**src/rtl/botao_para_pulso.sv**
```systemverilog
// Push-button conditioner: synchronises the raw active-low button, debounces it with a
// four-state FSM and emits a single one-clock action pulse per accepted press.
module botao_para_pulso #(
   parameter int unsigned DEBOUNCE_CYCLES = 50000,
   parameter int unsigned CNT_W           = 16
) (
   input  logic       clk,
   input  logic       rst_n,
   input  logic       botao_n,
   output logic       action_pulso,
   output logic       botao_estavel,
   output logic [1:0] estado
);

   typedef enum logic [1:0] {
      Solto         = 2'b00,
      ConfirmaPress = 2'b01,
      Pressionado   = 2'b10,
      ConfirmaSolta = 2'b11
   } estado_t;

   // Last count value of a confirmation window; the counter never goes past it.
   localparam logic [CNT_W-1:0] CntMax = CNT_W'(DEBOUNCE_CYCLES - 1);

   logic             sync1_q, sync2_q;
   logic             p;
   estado_t          state_q, state_d;
   logic [CNT_W-1:0] cnt_q, cnt_d;
   logic             pulso_q, pulso_d;
   logic             estavel_q, estavel_d;

   // Two-flop synchroniser; resets to the released (high) level.
   always_ff @(posedge clk or negedge rst_n) begin
      if (!rst_n) begin
         sync1_q <= 1'b1;
         sync2_q <= 1'b1;
      end else begin
         sync1_q <= botao_n;
         sync2_q <= sync1_q;
      end
   end

   assign p = ~sync2_q;

   // Next-state logic: every level change must hold for DEBOUNCE_CYCLES samples.
   always_comb begin
      state_d = state_q;
      cnt_d   = cnt_q;
      pulso_d = 1'b0;
      case (state_q)
         Solto: begin
            if (p) begin
               state_d = ConfirmaPress;
               cnt_d   = '0;
            end
         end
         ConfirmaPress: begin
            if (!p) begin
               state_d = Solto;
            end else if (cnt_q == CntMax) begin
               state_d = Pressionado;
               pulso_d = 1'b1;
            end else begin
               cnt_d = cnt_q + 1'b1;
            end
         end
         Pressionado: begin
            if (!p) begin
               state_d = ConfirmaSolta;
               cnt_d   = '0;
            end
         end
         ConfirmaSolta: begin
            if (p) begin
               state_d = Pressionado;
            end else if (cnt_q == CntMax) begin
               state_d = Solto;
            end else begin
               cnt_d = cnt_q + 1'b1;
            end
         end
         default: begin
            state_d = Solto;
            cnt_d   = '0;
         end
      endcase
      // Stable level follows the state being registered alongside it.
      estavel_d = (state_d == Pressionado) || (state_d == ConfirmaSolta);
   end

   // State, counter and registered outputs.
   always_ff @(posedge clk or negedge rst_n) begin
      if (!rst_n) begin
         state_q   <= Solto;
         cnt_q     <= '0;
         pulso_q   <= 1'b0;
         estavel_q <= 1'b0;
      end else begin
         state_q   <= state_d;
         cnt_q     <= cnt_d;
         pulso_q   <= pulso_d;
         estavel_q <= estavel_d;
      end
   end

   assign action_pulso  = pulso_q;
   assign botao_estavel = estavel_q;
   assign estado        = state_q;

endmodule

```
**config.mk**
```make
export PLATFORM = sky130hd
export DESIGN_NAME = botao_para_pulso
export DESIGN_NICKNAME = d
export VERILOG_FILES = /design/src/rtl/botao_para_pulso.sv
export SDC_FILE = /design/constraint.sdc
export NUM_CORES = 1
export LEC_CHECK = 0
export ABC_AREA = 1
export CORE_MARGIN = 3
export CORE_UTILIZATION = 58
export DETAILED_ROUTE_END_ITERATION = 12
export PLACE_DENSITY = 0.78
export SLEW_MARGIN = 20
export SYNTH_ARGS = -nofsm -noshare
export SYNTH_HDL_FRONTEND = slang
export SYNTH_SLANG_ARGS = --single-unit
```
**constraint.sdc**
```tcl
create_clock -name clk -period 1.5 [get_ports clk]
set_input_delay 0.225 -clock clk [delete_from_list [all_inputs] [get_ports clk]]
set_output_delay 0.225 -clock clk [all_outputs]
set_load 0.005 [all_outputs]
```
==> impl_metrics.ini, run 1 <==
[status]
outcome = complete, no violations

[grt]
grt_max_degree = 22
grt_pass1_wl_um = 4240
antenna_found_initial = 0
grt_pass1_vias = 976
overflow = 0
grt_usage = 0.208

[synthesis]
synth.most_common_cell = nand2_1
synth.area.top_cells = dfrtp_1 38%, nand2_1 16%, nor2_1 7.9%
synth.distinct_cells = 24
avgSynthCellArea_um2 = 7.12
async_flop_share = 1.00
ys_seq_area_frac = 0.426
synth_top_flop_cell = dfrtp_1
yosys_warnings = 0
syn_nets = 178
synth.top_cell.area_share = 0.384
synth.top_cells.by_count = 52 x nand2_1, 26 x nor2_1, 19 x dfrtp_1, 19 x nand3_1, 18 x inv_1
syn-cell-area_um2 = 1240
ys_seq_elements = 21
synth_cells = 174
synth_top_cell_by_area = dfrtp_1
synth_edf_count = 0

[floorplan]
die_w_um = 52.2
die_h_um = 52.2
ioPinCount = 7
initial_core_util = 0.625
core-area_um2 = 1980
fp.dieArea_um2 = 2730
rows = 16

[final_layout]
drive_above_1_share = 0.164
area_delta_synth_final_pct = 21.5
final_cell_area_um2 = 1510
nets = 200
diodes = 0
stdcell_count = 222

[power_and_ir_drop]
ir_drop_mv = 0.456
switching_share = 0.255
power_frac_comb = 0.116
power_frac_seq = 0.606
power_mw = 0.988
p_leak_nw = 0.694
clockPowerShare = 0.278
power_density_nw_per_um2 = 656
internal-power_mw = 0.736
power_switching_mw = 0.252

[clock_tree]
clock_sinks = 21
h-tree-depth = 1
cts.path.max_buffers = 2
cts.clk_slew.worst_paths_ps = 130
cts_tree = done
clock-root-buffer = clkbuf_4
cts_made_buffers = 3
clock_latency_ps = 310

[route]
avgRoutedWirePerCell_um = 13.0
drc = 0
drt_iter0_markers = 46
viasPerCell = 5.36
wl_um = 2880
first_pass_iters = 4
drtAntennaViolNets = 0
vias = 1191

[setup_path]
rr_startpoint = cnt_q[1]$_DFFE_PN0P_
r2r_end = cnt_q[8]$_DFFE_PN0P_
start_kind = flip-flop
crit_fanout = 6
reg2reg_depth = 8
worstPathArrival_ps = 1670
critical_path_class = reg2reg
r2r_slack_ps = 30
cp.required_ps = 1700
endpoint_kind = flip-flop

[sta]
slew_headroom = 0.807
fmax_mhz = 680
fin_crit_ps = 1470
worst_slack_ps = 28.9
holdWs_ps = 239
tightestPinTransition_ps = 288
final-setup-viol-count = 0
clock_skew_ps = 12.6
maxSlewViolCount = 0
hold_violations = 0
period_share = 0.981

[placed_design]
dpl_cell_area_um2 = 1360
io_buffers = 6
dpl.cell_count = 210
dp.final_hpwl_um = 1910
gp_congestion = 0.885
dp_slack_ps = 33.4

[flow_run]
maxCapViolations = 0

[hold_path]
hp-class = in2async
sequential cells by signal, summed over array words and instances, names as in the netlist:
register and cells:
action_pulso 1, botao_estavel 1, estado 1, cnt_q 16, sync2_q 1, sync1_q 1
how the worst max path moves through the flow:
stage / from / end / slack (ps)
3_5_place_dp: cnt_q[1]$_DFFE_PN0P_ / cnt_q[3]$_DFFE_PN0P_ / 30
2_1_floorplan: cnt_q[0]$_DFFE_PN0P_ / cnt_q[1]$_DFFE_PN0P_ / 170
4_1_cts: cnt_q[1]$_DFFE_PN0P_ / cnt_q[3]$_DFFE_PN0P_ / 0.02
3_3_place_gp: cnt_q[1]$_DFFE_PN0P_ / cnt_q[7]$_DFFE_PN0P_ / 90
5_1_grt: cnt_q[4]$_DFFE_PN0P_ / cnt_q[2]$_DFFE_PN0P_ / -50
6_report: cnt_q[1]$_DFFE_PN0P_ / cnt_q[8]$_DFFE_PN0P_ / 30
worst max-delay path, stage by stage, from the launching register on:
cell     delay, ps
dfrtp_1        430
ha_4           170
nand2_4         60
nor2_4         200
nand3_4        110
nand2_4        140
inv_1          120
nand2_1         70
nand2_1         50
what timing repair did:
action	4_1_cts	5_1_grt
endpoints found under the setup margin	1	17
hold buffers	0	0
gates cloned	0	1
setup buffers	2	5
gates resized for setup	1	10
pin swaps	0	3
cells by family (layout without fill, tap and decap cells):
group | count (synthesis) | in the layout | share of synthesized area
xor gates and xnor gates | 5 | 5 | 0.0354
and+or+nand+nor | 107 | 107 | 0.373
buffers and inverters | 23 | 44 | 0.0848
AOI/OAI and AO/OA | 17 | 17 | 0.0707
adders and majority gates | 1 | 1 | 0.0101
DFF | 21 | 21 | 0.426
layout make-up:
| type | count | area [um2] |
|---|---|---|
| clock inverter | 1 | 5.00 |
| timing repair buffer | 21 | 206 |
| clock buffer | 3 | 22.5 |
| tap | 27 | 33.8 |
| fill | 148 | 477 |
| multi-input combinational | 130 | 636 |
| sequential | 21 | 531 |
| inverter | 19 | 71.3 |
stage by stage:
step | setup TNS (ps) | util
after floorplan | 0 | -
after global placement | 0 | 0.688
after detailed placement | 0 | 0.688
after CTS | 0 | 0.710
after global routing | -453 | 0.759
final | 0 | 0.759
power groups by stage:
stage | clock [mW] | combinational, mW | sequential (mW)
after floorplan | 0 | 0.0443 | 0.604
after global placement | 0 | 0.0798 | 0.605
after detailed placement | 0 | 0.0818 | 0.606
after CTS | 0.275 | 0.0872 | 0.595
after global routing | 0.301 | 0.128 | 0.600
final | 0.275 | 0.115 | 0.598
routing by layer:
metal	wire [um]	track usage	part of all wire
met3	153	0.0342	0.053
met4	17	0.0383	0.0059
met1	1300	0.280	0.45
met2	1400	0.356	0.49
met5	0	0	0
cell usage in the layout, fill, tap and decap left out, types with 2 or more instances in the layout:
| master | Yosys | final |
|---|---|---|
| buf_4 | 1 | 12 |
| clkbuf_4 | 0 | 3 |
| clkdlybuf4s50_1 | 0 | 6 |
| dfrtp_1 | 19 | 17 |
| dfrtp_2 | 0 | 2 |
| dfstp_2 | 2 | 2 |
| inv_1 | 18 | 18 |
| nand2_1 | 52 | 52 |
| nand2_4 | 1 | 2 |
| nand3_1 | 19 | 19 |
| nand4_1 | 3 | 3 |
| nor2_1 | 26 | 24 |
| nor2_2 | 0 | 2 |
| nor3_1 | 2 | 2 |
| o21ai_0 | 5 | 3 |
| o21ai_1 | 10 | 12 |
| xor2_1 | 4 | 4 |
Note: power is estimated with default switching activity, not from simulation.
==> inputs of run 2 (changes only) <==
--- a/config.mk
+++ b/config.mk
@@ -10,6 +10,7 @@
 export CORE_UTILIZATION = 58
 export DETAILED_ROUTE_END_ITERATION = 12
 export PLACE_DENSITY = 0.78
+export SETUP_SLACK_MARGIN = 0.1
 export SLEW_MARGIN = 20
 export SYNTH_ARGS = -nofsm -noshare
 export SYNTH_HDL_FRONTEND = slang
==> run 2 against run 1 <==
  * Largest cell class unchanged
  * Highest routed layer unchanged
  * Critical endpoint is now cnt_q[1]$_DFFE_PN0P_
  * Register-to-register slack improved by 50 ps
  * Clock skew fell by 7.1 ps
  * Cell count rose by 2.3%
  * Via count rose by 8.9%
  * Hold slack barely moved
  * Global-route usage rose by 1.9 points
==> impl_metrics.ini, run 2 (same netlist as run 1, synthesis figures left out) <==
[hold_path]
hp-class = in2async

[setup_path]
crit_path_top_delay_cell = dfrtp_2
endpoint_kind = flip-flop
path_buf_inv = 1
crit_family = simple AND/OR/NAND/NOR gates
critical_path_class = reg2reg
r2r_slack_ps = 80
worstPathArrival_ps = 1630
cpPeakStageDelay_ps = 470
cp.required_ps = 1710
crit_fanout = 9
crit_chain = nor2_2, nand3_1, nor2_2, nand3_4, nand2_8, clkbuf_16, o21ai_1
critPathMostFrequentCell = nor2_2
start_kind = flip-flop

[clock_tree]
clock-root-buffer = clkbuf_4
cts_tree = done
h-tree-depth = 1
cts_made_buffers = 3
cts_hold_buf = 0
cts.clk_slew.worst_paths_ps = 120
clock_sinks = 21
clock_latency_ps = 310
cts.path.max_buffers = 2

[grt]
overflow = 0
antenna_found_initial = 0
grt_pass1_vias = 1060
grt_pass1_wl_um = 4630
grt_max_degree = 22
grt_usage = 0.228

[final_layout]
diodes = 0
area_delta_synth_final_pct = 28.8
drive_above_1_share = 0.235
nets = 205
largest_reg_flops = 16
final_common_cell = nand2_1
top_register = cnt_q
nFillCells = 133
final_cell_mix = 48 x nand2_1, 21 x nor2_1, 19 x nand3_1

[floorplan]
core-area_um2 = 1980
rows = 16
die_h_um = 52.2
fp.dieArea_um2 = 2730
ioPinCount = 7
die_w_um = 52.2
initial_core_util = 0.625

[route]
vias = 1297
viasPerCell = 5.71
drtAntennaViolNets = 0
drt_iter0_markers = 58
avgRoutedWirePerCell_um = 14.4
first_pass_iters = 4
drc = 0
wl_um = 3270

[sta]
fmax_mhz = 705
fin_crit_ps = 1420
clock_skew_ps = 5.50
maxSlewViolCount = 0
holdWs_ps = 239
rsz0062_at_grt = true
final-setup-viol-count = 0
slew_headroom = 0.810
period_share = 0.946
tightestPinTransition_ps = 284
hold_violations = 0

[power_and_ir_drop]
power_density_nw_per_um2 = 632
power_mw = 1.01
p_leak_nw = 0.752
ir_drop_mv = 0.589

[placed_design]
io_buffers = 6
gp_congestion = 0.885
dp.final_hpwl_um = 1910

[status]
outcome = complete, no violations

[flow_run]
maxCapViolations = 0
==> run 2: per-stage QoR <==
stage	setup TNS (ps)	util	setup WS [ps]	cells	instance area [um2]
finish	0	0.805	81.1	227	1600
global route	-12.5	0.805	-12.5	227	1600
CTS	0	0.746	103	222	1480
global placement	0	0.688	93.0	210	1360
detailed placement	0	0.688	33.4	210	1360
floorplan	0	-	169	174	1240
==> run 2: final timing paths <==
check / endpoint / cells past startpoint / startpoint
worst max-delay path: cnt_q[1]$_DFFE_PN0P_ / 7 / cnt_q[5]$_DFFE_PN0P_
min in group clk: sync1_q$_DFF_PN1_ / 1 / botao_n
worst max register to register: cnt_q[1]$_DFFE_PN0P_ / 7 / cnt_q[5]$_DFFE_PN0P_
max in group asynchronous: sync1_q$_DFF_PN1_ / 2 / rst_n
worst min-delay path: cnt_q[14]$_DFFE_PN0P_ / 2 / rst_n
worst min register to register: sync2_q$_DFF_PN1_ / 0 / sync1_q$_DFF_PN1_
==> run 2: repair_timing <==
item,4_1_cts,5_1_grt
gates resized for setup,8,18
pin swaps,2,8
gates cloned,0,2
setup buffers,8,3
setup endpoints to repair,17,17
endpoints found under the hold margin,0,0
==> run 2: where the power goes <==
group / leakage (nW) / total [mW] / switching, mW / internal [mW]
logic: 0.457 / 0.132 / 0.0697 / 0.0628
clock network: 0.0177 / 0.280 / 0.180 / 0.0998
registers: 0.278 / 0.595 / 0.0135 / 0.582
total: 0.752 / 1.01 / 0.263 / 0.745
==> run 2: final cells by class <==
| cell class | instances | area [um2] | area share |
|---|---|---|---|
| Timing Repair Buffer | 26 | 274 | 0.172 |
| Sequential cell | 21 | 532 | 0.333 |
| Multi-Input combinational cell | 130 | 657 | 0.412 |
| Clock buffer | 3 | 22.5 | 0.0141 |
| Inverter | 19 | 71.3 | 0.0447 |
| Tap cell | 27 | 33.8 | 0.0212 |
| Clock inverter | 1 | 5.00 | 0.00314 |
==> run 2: worst register-to-register path, stage by stage (launching register included) <==
cell,delay (ps)
dfrtp_2,470
nor2_2,110
nand3_1,100
nor2_2,160
nand3_4,120
nand2_8,130
clkbuf_16,160
o21ai_1,70
==> run 2: routing by layer <==
layer	GRT usage	routed length, um	vias to the layer above	share of wire
li1	-	-	611	-
met1	0.295	1350	607	0.41
met2	0.397	1610	64	0.49
met3	0.0370	237	15	0.072
met4	0.0511	78	0	0.024
met5	0	0	-	0
